## src/rtl/baud_gen_frac.sv

```systemverilog
// Fractional baud-rate generator: clk / (div_int + div_frac/2^FRAC_W) gives the
// oversample strobe, and every OVERSAMPLE of those gives a baud strobe and a clk_out toggle.
module baud_gen_frac #(
  parameter int DIV_W            = 16,
  parameter int FRAC_W           = 4,
  parameter int OVERSAMPLE       = 16,
  parameter int DEFAULT_DIV_INT  = 325,
  parameter int DEFAULT_DIV_FRAC = 8
) (
  input  logic              clk,
  input  logic              rst,
  input  logic              en,
  input  logic              restart,
  input  logic              div_wr,
  input  logic [DIV_W-1:0]  div_int_in,
  input  logic [FRAC_W-1:0] div_frac_in,
  output logic              os_tick,
  output logic              baud_tick,
  output logic              clk_out,
  output logic              div_pending
);

  localparam int OS_W = (OVERSAMPLE > 2) ? $clog2(OVERSAMPLE) : 1;
  localparam logic [DIV_W-1:0]  DIV_MAX  = '1;
  localparam logic [DIV_W-1:0]  DIV_MIN  = DIV_W'(2);
  localparam logic [DIV_W-1:0]  DEF_INT  = DIV_W'(DEFAULT_DIV_INT);
  localparam logic [FRAC_W-1:0] DEF_FRAC = FRAC_W'(DEFAULT_DIV_FRAC);
  localparam logic [OS_W-1:0]   OS_HALF  = OS_W'(OVERSAMPLE / 2);
  localparam logic [OS_W-1:0]   OS_LAST  = OS_W'(OVERSAMPLE - 1);

  logic [DIV_W-1:0]  cnt;
  logic [DIV_W-1:0]  div_int;
  logic [DIV_W-1:0]  shadow_int;
  logic [DIV_W-1:0]  last;
  logic [FRAC_W-1:0] frac_acc;
  logic [FRAC_W-1:0] div_frac;
  logic [FRAC_W-1:0] shadow_frac;
  logic [FRAC_W-1:0] frac_sum;
  logic [OS_W-1:0]   os_cnt;
  logic              extra;
  logic              carry;
  logic              wrap;

  // The extra cycle is dropped at the largest divisor so period-1 still fits in cnt.
  always_comb begin
    last = div_int - DIV_W'(1);
    if (extra && (div_int != DIV_MAX))
      last = div_int;
  end

  // ">=" rather than "==" so a divisor shrunk mid-interval (en low) cannot overrun.
  assign wrap = en && !restart && (cnt >= last);
  assign {carry, frac_sum} = {1'b0, frac_acc} + {1'b0, div_frac};

  always_ff @(posedge clk or posedge rst) begin
    if (rst) begin
      cnt         <= '0;
      frac_acc    <= '0;
      extra       <= 1'b0;
      os_cnt      <= '0;
      div_int     <= DEF_INT;
      div_frac    <= DEF_FRAC;
      shadow_int  <= DEF_INT;
      shadow_frac <= DEF_FRAC;
      div_pending <= 1'b0;
      os_tick     <= 1'b0;
      baud_tick   <= 1'b0;
      clk_out     <= 1'b0;
    end else begin
      os_tick   <= wrap;
      baud_tick <= wrap && (os_cnt == OS_LAST);
      if (restart) begin
        cnt      <= '0;
        frac_acc <= '0;
        extra    <= 1'b0;
        os_cnt   <= OS_HALF;
      end else if (en) begin
        if (wrap) begin
          cnt      <= '0;
          frac_acc <= frac_sum;
          extra    <= carry;
          os_cnt   <= os_cnt + OS_W'(1);
          if (os_cnt == OS_LAST)
            clk_out <= ~clk_out;
        end else begin
          cnt <= cnt + DIV_W'(1);
        end
      end
      // A write in the same cycle as an activation stays pending for the next boundary.
      if (div_pending && (wrap || !en || restart)) begin
        div_int     <= shadow_int;
        div_frac    <= shadow_frac;
        div_pending <= 1'b0;
      end
      if (div_wr) begin
        shadow_int  <= (div_int_in < DIV_MIN) ? DIV_MIN : div_int_in;
        shadow_frac <= div_frac_in;
        div_pending <= 1'b1;
      end
    end
  end

endmodule

```

## config.mk

```make
export PLATFORM = sky130hd
export DESIGN_NAME = baud_gen_frac
export DESIGN_NICKNAME = d
export VERILOG_FILES = /design/src/rtl/baud_gen_frac.sv
export SDC_FILE = /design/constraint.sdc
export NUM_CORES = 1
export LEC_CHECK = 0
export BUFFER_PORTS_ARGS = -buffer_cell sky130_fd_sc_hd__buf_2
export CAP_MARGIN = 20
export CORE_ASPECT_RATIO = 2
export CORE_MARGIN = 2
export CORE_UTILIZATION = 55
export DETAILED_ROUTE_END_ITERATION = 12
export PLACE_DENSITY = 0.82
export RECOVER_POWER = 25
export REMOVE_ABC_BUFFERS = 1
export SYNTH_ARGS = -nofsm -noshare
export SYNTH_HDL_FRONTEND = slang
export SYNTH_SLANG_ARGS = --single-unit
```

## constraint.sdc

```tcl
create_clock -name clk -period 9 [get_ports clk]
set_clock_uncertainty 0.2 [all_clocks]
set_input_delay 0.45 -clock clk [delete_from_list [all_inputs] [get_ports clk]]
set_output_delay 0.45 -clock clk [all_outputs]
set_load 0.02 [all_outputs]
```

==> results of run 1 <==
-- metal layers --
metal | vias up | GRT usage [%] | share of wire (%)
met2 | 72 | 42.7 | 57
li1 | 1298 | - | -
met3 | 27 | 5.73 | 3.3
met5 | - | 0 | 0
met1 | 1387 | 21.9 | 36
met4 | 0 | 12.1 | 3.5
-- power by group through the flow --
stage | clock, mW | sequential, mW | combinational (mW)
finish | 0.357 | 0.377 | 0.132
global route | 0.376 | 0.381 | 0.146
CTS | 0.361 | 0.376 | 0.133
detailed placement | 0 | 0.381 | 0.131
global placement | 0 | 0.379 | 0.125
floorplan | 0 | 0.370 | 0.104
-- worst paths after layout --
check,from,endpoint,slack [ns],cells past startpoint
setup / recovery,div_int[4]$_DFFE_PP0P_,div_int[1]$_DFFE_PP0P_,4.20,14
hold / removal,div_frac_in[1],shadow_frac[1]$_DFFE_PP0P_,0.15,2
setup reg to reg,div_int[4]$_DFFE_PP0P_,div_int[1]$_DFFE_PP0P_,4.20,14
hold reg to reg,clk_out$_DFFE_PP0P_,clk_out$_DFFE_PP0P_,0.26,1
max in group asynchronous,rst,cnt[14]$_DFFE_PP0P_,5.33,3
min in group asynchronous,rst,shadow_frac[0]$_DFFE_PP0P_,1.28,3
-- critical path, delay by kind of cell (launching register included) --
family                     cells  cell delay [ns]
xor gates and xnor gates       1             0.16
DFF                            1             0.43
adders and majority gates      1             0.28
and+or+nand+nor               10             2.96
buffers and inverters          1             0.28
muxes                          1             0.34
-- placed cells by master, fill, tap and decap left out, drive strengths merged, types with 2 or more instances in the layout --
cell,count
a31oi,7
nand2,21
nand3,14
or3,3
xnor2,13
clkbuf,15
or4,2
xor2,6
nand4b,2
o211ai,2
a21oi,12
nor2,17
buf,29
and3,5
o21ai,12
or2,2
nor4,9
nand3b,4
nor3,12
and2,2
nand2b,7
ha,24
dfstp,10
a21o,5
inv,9
dfrtp,59
or3b,2
mux2i,6
nand4,6
mux2,37
clkinv,3
and4,2
a22o,3
-- through the flow --
stage,worst slack (ns),cells
3_5_place_dp,4.24,448
4_1_cts,4.20,464
6_report,4.20,465
3_3_place_gp,4.37,448
5_1_grt,3.93,465
2_1_floorplan,4.11,328
-- cell usage after synthesis, types with 7 or more instances --
| cell | instances | area share, % |
|---|---|---|
| xnor2_1 | 13 | 2.9 |
| dfrtp_1 | 59 | 38 |
| nand3_1 | 14 | 1.8 |
| nand2_1 | 21 | 2.0 |
| a31oi_1 | 7 | 1.1 |
| mux2_4 | 19 | 7.3 |
| o21ai_0 | 12 | 1.5 |
| dfstp_2 | 10 | 6.7 |
| inv_1 | 10 | 0.96 |
| nor4_1 | 8 | 1.3 |
| nor2_1 | 17 | 1.6 |
| mux2_2 | 18 | 5.2 |
| ha_1 | 24 | 7.7 |
| nor3_1 | 8 | 1.0 |
| a21oi_1 | 12 | 1.5 |
-- layout make-up --
class	instances	area (um2)	share of cell area, %
Tap cell	90	113	2.56
Inverter	10	37.5	0.854
Clock inverter	3	43.8	0.997
Sequential cell	69	1740	39.6
Multi-Input combinational cell	249	2040	46.5
Timing Repair Buffer	31	158	3.59
Clock buffer	13	260	5.92
-- sequential cells by signal, summed over array words and instances, names as in the netlist, 4 cells and up --
signal       cells
cnt             16
div_frac         4
div_int         16
frac_acc         4
os_cnt           4
shadow_frac      4
shadow_int      16
-- logic make-up (layout without fill, tap and decap cells) --
family / after synthesis / in the layout / synth area share, %
AND/OR/NAND/NOR: 113 / 113 / 17.4
AO/OA/AOI/OAI: 49 / 49 / 8.48
multiplexers: 43 / 43 / 14.1
adder cells (fa/ha/maj): 25 / 25 / 8.23
buffers and inverters: 21 / 57 / 2.92
XOR/XNOR: 19 / 19 / 4.27
flip-flops: 69 / 69 / 44.7
==> metrics.txt, run 1 <==
# TYPE chip_impl_metric gauge
chip_impl_metric{name="number_of_global_route_vias_before_repair",unit=""} 2887
chip_impl_metric{name="pwr-share-clk",unit="%"} 41.2
chip_impl_metric{name="ant_nets",unit=""} 0
chip_impl_metric{name="period_needed",unit="ns"} 4.80
chip_impl_metric{name="synth_warn",unit=""} 0
chip_impl_metric{name="drt_drc_violations_left",unit=""} 0
chip_impl_metric{name="cts_setup_buffers",unit=""} 0
chip_impl_metric{name="hpwlAfterDp",unit="um"} 5720
chip_impl_metric{name="drv_slew",unit=""} 70
chip_impl_metric{name="die_height",unit="um"} 123
chip_impl_metric{name="post_dp_cell_area",unit="mm2"} 0.00409
chip_impl_metric{name="holdWs",unit="ns"} 0.147
chip_impl_metric{name="fin_setup_tns",unit="ns"} 0
chip_impl_metric{name="logic_gate_share_of_total_power",unit="%"} 15.2
chip_impl_metric{name="die_x",unit="um"} 63.5
chip_impl_info{name="critical_path_class",value="reg -> reg"} 1
chip_impl_metric{name="dr.pass1.iters",unit=""} 5
chip_impl_metric{name="drt_first_iter_violations",unit=""} 80
chip_impl_metric{name="layout-area-overhead-vs-synth",unit="%"} 12.9
chip_impl_metric{name="grt_pass1_wl",unit="um"} 13300
chip_impl_info{name="clock_tree.root_cell",value="clkbuf_16"} 1
chip_impl_metric{name="share_of_post_route_cells_with_drive_strength_above_1",unit="%"} 27.7
chip_impl_info{name="critPathLaunchType",value="flop"} 1
chip_impl_info{name="result_of_the_run",value="complete, but fails checks"} 1
chip_impl_metric{name="htree_num_levels",unit=""} 3
chip_impl_info{name="cts_tree",value="yes"} 1
chip_impl_metric{name="std_cell_rows",unit=""} 43
chip_impl_metric{name="vias_per_cell",unit=""} 5.99
chip_impl_metric{name="number_of_cells_produced_by_synthesis",unit=""} 339
chip_impl_metric{name="route.final.wire_length",unit="um"} 7930
chip_impl_metric{name="post-route-util",unit="%"} 63.8
chip_impl_metric{name="cts_made_buffers",unit=""} 9
chip_impl_metric{name="finalNetCount",unit=""} 420
chip_impl_info{name="rsz_0062_raised_after_global_routing",value="false"} 1
chip_impl_metric{name="vias",unit=""} 2784
chip_impl_metric{name="required",unit="ns"} 9.01
chip_impl_metric{name="post_synth_instance_area",unit="mm2"} 0.00389
chip_impl_metric{name="io_buffer_count",unit=""} 28
chip_impl_metric{name="grt_overflow_total",unit=""} 0
chip_impl_metric{name="cellPowerDensity",unit="mW/mm2"} 197
chip_impl_metric{name="place.gp.congestion",unit=""} 0.835
chip_impl_metric{name="pwr-share-seq",unit="%"} 43.6
chip_impl_metric{name="yosys_register_bits",unit=""} 69
chip_impl_metric{name="synth_enable_flop_cells",unit=""} 0
chip_impl_metric{name="internal_power",unit="mW"} 0.643
chip_impl_info{name="hp-class",value="in -> reg"} 1
chip_impl_info{name="violated_checks",value="capacitance limit, slew limit"} 1
chip_impl_metric{name="route.detailed.wl_per_inst",unit="um"} 17.1
chip_impl_info{name="crit_path_frequent_cell",value="nor3_1"} 1
chip_impl_metric{name="insertion_delay",unit="ns"} 0.34
chip_impl_metric{name="final_cell_area",unit="mm2"} 0.00439
chip_impl_metric{name="effective_utilization_at_floorplan",unit="%"} 56.5
chip_impl_metric{name="ctsLongestPathBuffers",unit=""} 2
chip_impl_metric{name="cts_repair_resize_count",unit=""} 0
chip_impl_metric{name="p_total",unit="mW"} 0.866
chip_impl_metric{name="cts.sinks",unit=""} 69
chip_impl_info{name="path_cells",value="or3_1 -> or2_1 -> nor3_2 -> nand3_1 -> nor3_1 -> xnor2_1 -> ha_1 -> nand4_2 -> nor3_1 -> or4_4 -> nor4_4 -> nor2b_2 -> buf_4 -> mux2_4"} 1
chip_impl_metric{name="finalCritPeriodShare",unit="%"} 53.3
chip_impl_metric{name="max-cap-violations",unit=""} 1
chip_impl_info{name="synthFlopType",value="dfrtp_1"} 1
chip_impl_metric{name="core_area",unit="mm2"} 0.00689
chip_impl_metric{name="seq_area_frac_synth",unit="%"} 44.7
chip_impl_metric{name="fp.dieArea",unit="mm2"} 0.00781
chip_impl_metric{name="top_level_ports",unit=""} 29
chip_impl_metric{name="share_of_synthesized_registers_carrying_an_async_set_or_reset",unit="%"} 100
chip_impl_metric{name="timing.max_slew.rel_slack",unit="%"} -136
chip_impl_info{name="end_kind",value="flop"} 1
chip_impl_metric{name="track_usage",unit="%"} 22.6
chip_impl_metric{name="timing.final.setup_violations",unit=""} 0
chip_impl_metric{name="number_of_distinct_library_cells_after_synthesis",unit=""} 54
chip_impl_metric{name="netSwitchingPower",unit="mW"} 0.223
chip_impl_metric{name="antenna_found_initial",unit=""} 0
chip_impl_metric{name="critPathMaxStageDelay",unit="ns"} 0.80
chip_impl_metric{name="path_max_fanout",unit=""} 21
chip_impl_metric{name="hold_buffers",unit=""} 0
chip_impl_metric{name="achievable-frequency",unit="MHz"} 209
chip_impl_metric{name="worst-endpoint-arrival",unit="ns"} 4.81
chip_impl_metric{name="cellLeakagePower",unit="nW"} 2.00
chip_impl_metric{name="max-vdd-ir-drop",unit="V"} 0.000156
chip_impl_metric{name="power.switching_fraction",unit="%"} 25.7
chip_impl_metric{name="hold_violations",unit=""} 0
chip_impl_metric{name="grt_start_max_net_pins",unit=""} 70
chip_impl_info{name="crit_path_top_delay_cell",value="nor4_4"} 1
chip_impl_metric{name="clock_transition_at_the_registers_of_the_reported_paths",unit="ns"} 0.05
chip_impl_metric{name="antenna_cells",unit=""} 0
chip_impl_metric{name="fillCellCount",unit=""} 555
chip_impl_metric{name="syn_avg_cell_area",unit="um2"} 11.5
chip_impl_metric{name="timing_worst_slew_pin_value",unit="ns"} 3.54
(Power assumes the default switching activity.)
==> run 2, diff against run 1 <==
==> constraint.sdc (replaced) <==
create_clock -name clk -period 4.79 [get_ports clk]
set_clock_uncertainty 0.2 [all_clocks]
set_input_delay 0.2395 -clock clk [delete_from_list [all_inputs] [get_ports clk]]
set_output_delay 0.2395 -clock clk [all_outputs]
set_load 0.02 [all_outputs]
==> run 2 against run 1 <==
The flow still finishes with violations (capacitance limit, slew limit); final cell count rose by 4.9%; first-iteration DRC count rose by 36%; via count rose by 3.2%; clock-buffer cell count rose by 1; core utilization rose by 2.6 points; sequential share of layout area fell by 1.5 points; critical endpoint is now frac_acc[0]$_DFFE_PP0P_.
==> metrics.txt, run 2 (synthesis gave the netlist of run 1 again) <==
# TYPE chip_impl_metric gauge
chip_impl_info{name="result_of_the_run",value="complete, but fails checks"} 1
chip_impl_info{name="violated_checks",value="capacitance limit, slew limit"} 1
chip_impl_info{name="critical_path_class",value="reg -> reg"} 1
chip_impl_metric{name="finalCritPeriodShare",unit="%"} 88.4
chip_impl_metric{name="effective_utilization_at_floorplan",unit="%"} 56.5
chip_impl_info{name="worst_setup_path_startpoint",value="div_int[4]$_DFFE_PP0P_"} 1
chip_impl_metric{name="core_area",unit="mm2"} 0.00689
chip_impl_metric{name="cellLeakagePower",unit="nW"} 2.04
chip_impl_info{name="r2r_end",value="frac_acc[0]$_DFFE_PP0P_"} 1
chip_impl_metric{name="top_level_ports",unit=""} 29
chip_impl_metric{name="clock_transition_at_the_registers_of_the_reported_paths",unit="ns"} 0.06
chip_impl_metric{name="number_of_global_route_vias_before_repair",unit=""} 2966
chip_impl_metric{name="ctsLongestPathBuffers",unit=""} 2
chip_impl_metric{name="hpwlAfterDp",unit="um"} 5690
chip_impl_info{name="end_kind",value="flop"} 1
chip_impl_metric{name="period_needed",unit="ns"} 4.24
chip_impl_metric{name="std_cell_rows",unit=""} 43
chip_impl_info{name="layout_common_cells",value="dfrtp_1, ha_1, nand2_1, dlygate4sd3_1, mux2_4"} 1
chip_impl_metric{name="timing.max_slew.rel_slack",unit="%"} -8.04
chip_impl_info{name="biggest_regs",value="cnt (16), div_int (16), shadow_int (16)"} 1
chip_impl_metric{name="finalNetCount",unit=""} 443
chip_impl_metric{name="grt_overflow_total",unit=""} 0
chip_impl_metric{name="hold_violations",unit=""} 0
chip_impl_metric{name="share_of_post_route_cells_with_drive_strength_above_1",unit="%"} 23.1
chip_impl_metric{name="achievable-frequency",unit="MHz"} 236
chip_impl_metric{name="path_max_fanout",unit=""} 7
chip_impl_metric{name="insertion_delay",unit="ns"} 0.33
chip_impl_metric{name="timing.final.setup_violations",unit=""} 0
chip_impl_info{name="cts_tree",value="yes"} 1
chip_impl_metric{name="fin_setup_tns",unit="ns"} 0
chip_impl_metric{name="vias_per_cell",unit=""} 5.89
chip_impl_metric{name="p_total",unit="mW"} 1.58
chip_impl_metric{name="grt_start_max_net_pins",unit=""} 70
chip_impl_metric{name="cts_made_buffers",unit=""} 9
chip_impl_metric{name="vias",unit=""} 2872
chip_impl_metric{name="fp.dieArea",unit="mm2"} 0.00781
chip_impl_metric{name="post-route-util",unit="%"} 66.4
chip_impl_metric{name="die_height",unit="um"} 123
chip_impl_info{name="clock_tree.root_cell",value="clkbuf_16"} 1
chip_impl_metric{name="place.gp.congestion",unit=""} 0.832
chip_impl_metric{name="worst-endpoint-arrival",unit="ns"} 4.25
chip_impl_metric{name="timing_worst_slew_pin_value",unit="ns"} 1.62
chip_impl_info{name="r2r_start",value="div_int[4]$_DFFE_PP0P_"} 1
chip_impl_metric{name="route.final.wire_length",unit="um"} 8170
chip_impl_info{name="hp-class",value="in -> reg"} 1
chip_impl_metric{name="required",unit="ns"} 4.80
chip_impl_metric{name="drt_first_iter_violations",unit=""} 109
chip_impl_metric{name="die_x",unit="um"} 63.5
chip_impl_metric{name="r2r_setup_slack",unit="ns"} 0.55
chip_impl_metric{name="track_usage",unit="%"} 23.0
chip_impl_metric{name="final_critical_path_setup_slack",unit="ns"} 0.554
chip_impl_metric{name="drv_slew",unit=""} 70
chip_impl_metric{name="grt_pass1_wl",unit="um"} 13800
chip_impl_metric{name="dr.pass1.iters",unit=""} 6
chip_impl_metric{name="max-cap-violations",unit=""} 1
chip_impl_metric{name="worst_r2r_path_depth",unit=""} 14
chip_impl_metric{name="htree_num_levels",unit=""} 3
chip_impl_metric{name="io_buffer_count",unit=""} 28
chip_impl_metric{name="layout-area-overhead-vs-synth",unit="%"} 17.4
chip_impl_metric{name="drt_drc_violations_left",unit=""} 0
chip_impl_metric{name="final_cell_area",unit="mm2"} 0.00457
chip_impl_metric{name="cellPowerDensity",unit="mW/mm2"} 344
chip_impl_metric{name="antenna_cells",unit=""} 0
chip_impl_metric{name="dp_worst_setup_slack",unit="ns"} 0.567
chip_impl_metric{name="cts.sinks",unit=""} 69
chip_impl_metric{name="post_dp_cell_area",unit="mm2"} 0.00411
chip_impl_info{name="layout_commonest_cell",value="dfrtp_1"} 1
chip_impl_info{name="rsz_0062_raised_after_global_routing",value="false"} 1
chip_impl_metric{name="route.detailed.wl_per_inst",unit="um"} 16.7
chip_impl_info{name="critPathLaunchType",value="flop"} 1
chip_impl_metric{name="antenna_found_initial",unit=""} 0
chip_impl_info{name="endpoint",value="frac_acc[0]$_DFFE_PP0P_"} 1
chip_impl_metric{name="max-vdd-ir-drop",unit="V"} 0.000314
chip_impl_metric{name="cts_setup_buffers",unit=""} 0
chip_impl_metric{name="ant_nets",unit=""} 0
==> run 2: where the power goes <==
group	leakage, nW	internal [mW]	total [mW]	switching, mW
logic	1.06	0.143	0.263	0.120
registers	0.851	0.645	0.707	0.0626
clock network	0.137	0.377	0.605	0.228
==> run 2: worst min path at each step <==
stage | to | depth (start not counted) | start | slack [ns]
2_1_floorplan | os_cnt[2]$_DFFE_PP0P_ | 1 | restart | 0.10
3_3_place_gp | clk_out$_DFFE_PP0P_ | 1 | clk_out$_DFFE_PP0P_ | 0.25
3_5_place_dp | clk_out$_DFFE_PP0P_ | 1 | clk_out$_DFFE_PP0P_ | 0.26
4_1_cts | os_cnt[1]$_DFFE_PP0P_ | 2 | restart | 0.07
5_1_grt | os_cnt[0]$_DFFE_PP0P_ | 2 | restart | 0.09
6_report | frac_acc[1]$_DFFE_PP0P_ | 2 | restart | 0.08
==> run 2: what timing repair did <==
| item | in CTS | in global routing |
|---|---|---|
| gates resized for setup | 0 | 0 |
| endpoints found under the hold margin | 79 | 0 |
| hold buffers | 21 | 0 |
==> run 2: layout make-up <==
type | instances | area [um2]
fill | 540 | 2310
clock inverter | 2 | 10.0
tap | 90 | 113
inverter | 10 | 37.5
clock buffer | 14 | 264
timing repair buffer | 54 | 367
sequential | 69 | 1740
multi-input combinational | 249 | 2040
==> run 2: metrics by stage <==
stage | instances | hold slack [ns]
after floorplan | 328 | 0.103
after global placement | 451 | 0.251
after detailed placement | 451 | 0.259
after CTS | 488 | 0.0664
after global routing | 488 | 0.0877
final | 488 | 0.0753
==> run 2: worst max-delay path: stages, from the launching register on <==
cell and delay (ns):
dfrtp_1 0.40, or3_1 0.39, or2_1 0.24, nor3_2 0.21, nand3_1 0.14, nor4_1 0.27, xnor2_1 0.17, ha_1 0.27
nand4_2 0.13, nor3_1 0.07, or4_4 0.56, o31ai_2 0.56, buf_4 0.26, mux2i_1 0.18, nor2_1 0.05
==> run 2: per-layer routing <==
| metal | track usage [%] | vias up | routed length [um] |
|---|---|---|---|
| li1 | - | 1347 | - |
| met1 | 22.8 | 1417 | 2990 |
| met2 | 42.4 | 76 | 4590 |
| met3 | 5.00 | 32 | 220 |
| met4 | 14.9 | 0 | 371 |
| met5 | 0 | - | 0 |
==> run 3, diff against run 2 <==
--- a/config.mk
+++ b/config.mk
@@ -5,6 +5,7 @@
 export SDC_FILE = /design/constraint.sdc
 export NUM_CORES = 1
 export LEC_CHECK = 0
+export ABC_CLOCK_PERIOD_IN_PS = 4790
 export BUFFER_PORTS_ARGS = -buffer_cell sky130_fd_sc_hd__buf_2
 export CAP_MARGIN = 20
 export CORE_ASPECT_RATIO = 2
@@ -12,7 +13,6 @@
 export CORE_UTILIZATION = 55
 export DETAILED_ROUTE_END_ITERATION = 12
 export PLACE_DENSITY = 0.82
-export RECOVER_POWER = 25
 export REMOVE_ABC_BUFFERS = 1
 export SYNTH_ARGS = -nofsm -noshare
 export SYNTH_HDL_FRONTEND = slang
==> run 3 against run 2 <==
First-iteration DRC count up 11%; critical path type unchanged; register-to-register slack is essentially flat; sequential share of layout area down 0.18 points; sequential cell count unchanged; cell area up 0.47%; the run now ends clean; critical path depth unchanged; clock power hardly changed; total power rose by 0.24%; die area is the same; clock-buffer cell count did not move; sequential power hardly changed; critical endpoint unchanged.
==> metrics.txt, run 3 (synthesis gave the netlist of run 1 again) <==
# TYPE chip_impl_metric gauge
chip_impl_metric{name="hpwlAfterDp",unit="um"} 5690
chip_impl_metric{name="die_height",unit="um"} 123
chip_impl_metric{name="period_needed",unit="ns"} 4.24
chip_impl_metric{name="drv_slew",unit=""} 0
chip_impl_metric{name="final_critical_path_setup_slack",unit="ns"} 0.552
chip_impl_metric{name="grtUsageMet3",unit="%"} 5.00
chip_impl_info{name="end_kind",value="flop"} 1
chip_impl_metric{name="use_met1",unit="%"} 22.8
chip_impl_metric{name="number_of_global_route_vias_before_repair",unit=""} 2966
chip_impl_info{name="crit_family",value="simple AND/OR/NAND/NOR gates"} 1
chip_impl_metric{name="cellPowerDensity",unit="mW/mm2"} 344
chip_impl_metric{name="route.final.wire_length",unit="um"} 8180
chip_impl_metric{name="htree_num_levels",unit=""} 3
chip_impl_metric{name="fp.dieArea",unit="mm2"} 0.00781
chip_impl_metric{name="timing.max_slew.rel_slack",unit="%"} 44.7
chip_impl_info{name="result_of_the_run",value="completed"} 1
chip_impl_metric{name="effective_utilization_at_floorplan",unit="%"} 56.5
chip_impl_info{name="worst_setup_path_startpoint",value="div_int[4]$_DFFE_PP0P_"} 1
chip_impl_metric{name="hold_violations",unit=""} 0
chip_impl_metric{name="r2r_setup_slack",unit="ns"} 0.55
chip_impl_metric{name="top_level_ports",unit=""} 29
chip_impl_metric{name="clock_transition_at_the_registers_of_the_reported_paths",unit="ns"} 0.06
chip_impl_metric{name="timing.final.setup_violations",unit=""} 0
chip_impl_metric{name="place.gp.congestion",unit=""} 0.832
chip_impl_info{name="r2r_end",value="frac_acc[0]$_DFFE_PP0P_"} 1
chip_impl_info{name="layout_common_cells",value="dfrtp_1, buf_2, ha_1"} 1
chip_impl_metric{name="cts_made_buffers",unit=""} 9
chip_impl_metric{name="fillCellCount",unit=""} 528
chip_impl_metric{name="path_max_fanout",unit=""} 7
chip_impl_metric{name="p_total",unit="mW"} 1.58
chip_impl_metric{name="antenna_cells",unit=""} 0
chip_impl_metric{name="cellLeakagePower",unit="nW"} 2.09
chip_impl_metric{name="finalCritPeriodShare",unit="%"} 88.5
chip_impl_info{name="cts_tree",value="yes"} 1
chip_impl_info{name="crit_path_top_delay_cell",value="or4_4"} 1
chip_impl_info{name="rsz_0062_raised_after_global_routing",value="false"} 1
chip_impl_metric{name="timing_worst_slew_pin_value",unit="ns"} 0.830
chip_impl_metric{name="post_dp_cell_area",unit="mm2"} 0.00411
chip_impl_info{name="endpoint",value="frac_acc[0]$_DFFE_PP0P_"} 1
chip_impl_info{name="global_route.peak_usage_layer",value="met2"} 1
chip_impl_metric{name="antenna_found_initial",unit=""} 0
chip_impl_metric{name="max-vdd-ir-drop",unit="V"} 0.000315
chip_impl_metric{name="ctsLongestPathBuffers",unit=""} 2
chip_impl_metric{name="io_buffer_count",unit=""} 28
chip_impl_info{name="r2r_start",value="div_int[4]$_DFFE_PP0P_"} 1
chip_impl_metric{name="track_usage",unit="%"} 23.0
chip_impl_info{name="biggest_regs",value="cnt (16), div_int (16), shadow_int (16)"} 1
chip_impl_info{name="critical_path_class",value="reg -> reg"} 1
chip_impl_metric{name="layout-area-overhead-vs-synth",unit="%"} 18.0
chip_impl_metric{name="dp_worst_setup_slack",unit="ns"} 0.567
chip_impl_metric{name="cts_setup_buffers",unit=""} 0
chip_impl_metric{name="drt_first_iter_violations",unit=""} 121
chip_impl_info{name="path_cells",value="or3_1 -> or2_1 -> nor3_2 -> nand3_1 -> nor4_1 -> xnor2_1 -> ha_1 -> nand4_2 -> nor3_1 -> or4_4 -> o31ai_2 -> buf_4 -> mux2i_1 -> nor2_1"} 1
chip_impl_metric{name="ant_nets",unit=""} 0
chip_impl_info{name="critPathLaunchType",value="flop"} 1
chip_impl_metric{name="placed_cells",unit=""} 451
chip_impl_metric{name="grt_start_max_net_pins",unit=""} 70
chip_impl_metric{name="vias_per_cell",unit=""} 5.88
chip_impl_metric{name="crit_cells",unit=""} 14
chip_impl_metric{name="worst-endpoint-arrival",unit="ns"} 4.25
chip_impl_metric{name="final_cell_area",unit="mm2"} 0.00459
chip_impl_metric{name="grt_pass1_wl",unit="um"} 13800
chip_impl_metric{name="insertion_delay",unit="ns"} 0.33
chip_impl_metric{name="grt_overflow_total",unit=""} 0
chip_impl_metric{name="achievable-frequency",unit="MHz"} 236
chip_impl_metric{name="finalNetCount",unit=""} 443
chip_impl_metric{name="holdWs",unit="ns"} 0.0748
chip_impl_metric{name="required",unit="ns"} 4.81
chip_impl_metric{name="std_cell_rows",unit=""} 43
chip_impl_metric{name="share_of_post_route_cells_with_drive_strength_above_1",unit="%"} 27.1
chip_impl_metric{name="vias",unit=""} 2867
chip_impl_metric{name="cts_repair_resize_count",unit=""} 0
chip_impl_metric{name="critPathMaxStageDelay",unit="ns"} 0.56
chip_impl_metric{name="worst_r2r_path_depth",unit=""} 14
chip_impl_metric{name="drt_drc_violations_left",unit=""} 0
chip_impl_metric{name="gr-usage-met2",unit="%"} 42.4
chip_impl_metric{name="cts.sinks",unit=""} 69
chip_impl_metric{name="dr.pass1.iters",unit=""} 5
chip_impl_metric{name="path_buf_inv",unit=""} 1
chip_impl_metric{name="die_x",unit="um"} 63.5
chip_impl_metric{name="finalNonFillerCells",unit=""} 488
chip_impl_info{name="hp-class",value="in -> reg"} 1
chip_impl_metric{name="core_area",unit="mm2"} 0.00689
chip_impl_metric{name="max-cap-violations",unit=""} 0
chip_impl_info{name="layout_commonest_cell",value="dfrtp_1"} 1
chip_impl_metric{name="route.detailed.wl_per_inst",unit="um"} 16.8
chip_impl_info{name="clock_tree.root_cell",value="clkbuf_16"} 1
-- run 3: cell count changes in the layout (fill, tap and decap cells not counted), sizes merged --
cell	before	now
buf	17	33
clkbuf	30	14
-- run 3: through the flow --
stage               TNS (ns)  utilization [%]
global route               0             66.7
global placement           0             59.7
detailed placement         0             59.7
floorplan              -1.80                -
CTS                        0             66.7
finish                     0             66.7
-- run 3: final cells by class --
cell class                      instances  area (um2)  share of cell area (%)
Multi-Input combinational cell        249        2040                    44.5
Inverter                               10        37.5                   0.817
Clock buffer                           14         264                    5.75
Sequential cell                        69        1740                    37.9
Timing Repair Buffer                   54         388                    8.44
Clock inverter                          2        10.0                   0.218
Tap cell                               90         113                    2.45
-- run 3: how the worst min path moves through the flow --
| stage | from | end | slack (ns) | cells after the start |
|---|---|---|---|---|
| floorplan | restart | os_cnt[2]$_DFFE_PP0P_ | 0.10 | 1 |
| global placement | clk_out$_DFFE_PP0P_ | clk_out$_DFFE_PP0P_ | 0.25 | 1 |
| detailed placement | clk_out$_DFFE_PP0P_ | clk_out$_DFFE_PP0P_ | 0.26 | 1 |
| CTS | restart | os_cnt[1]$_DFFE_PP0P_ | 0.07 | 2 |
| global route | restart | os_cnt[0]$_DFFE_PP0P_ | 0.09 | 2 |
| finish | restart | frac_acc[1]$_DFFE_PP0P_ | 0.07 | 2 |
-- run 3: repair_timing --
item                                    CTS  global route
hold endpoints to repair                 79             0
hold buffers                             21             0
endpoints found under the setup margin    0             0
-- run 3: layer usage --
layer | up-vias | part of all wire (%)
met3 | 30 | 3.1
met2 | 80 | 56
met1 | 1407 | 37
met4 | 0 | 4.4
met5 | - | 0
li1 | 1350 | -
-- run 3: power breakdown --
part	switching (mW)	internal, mW
clock	0.230	0.377
sequential	0.0627	0.645
combinational	0.120	0.144
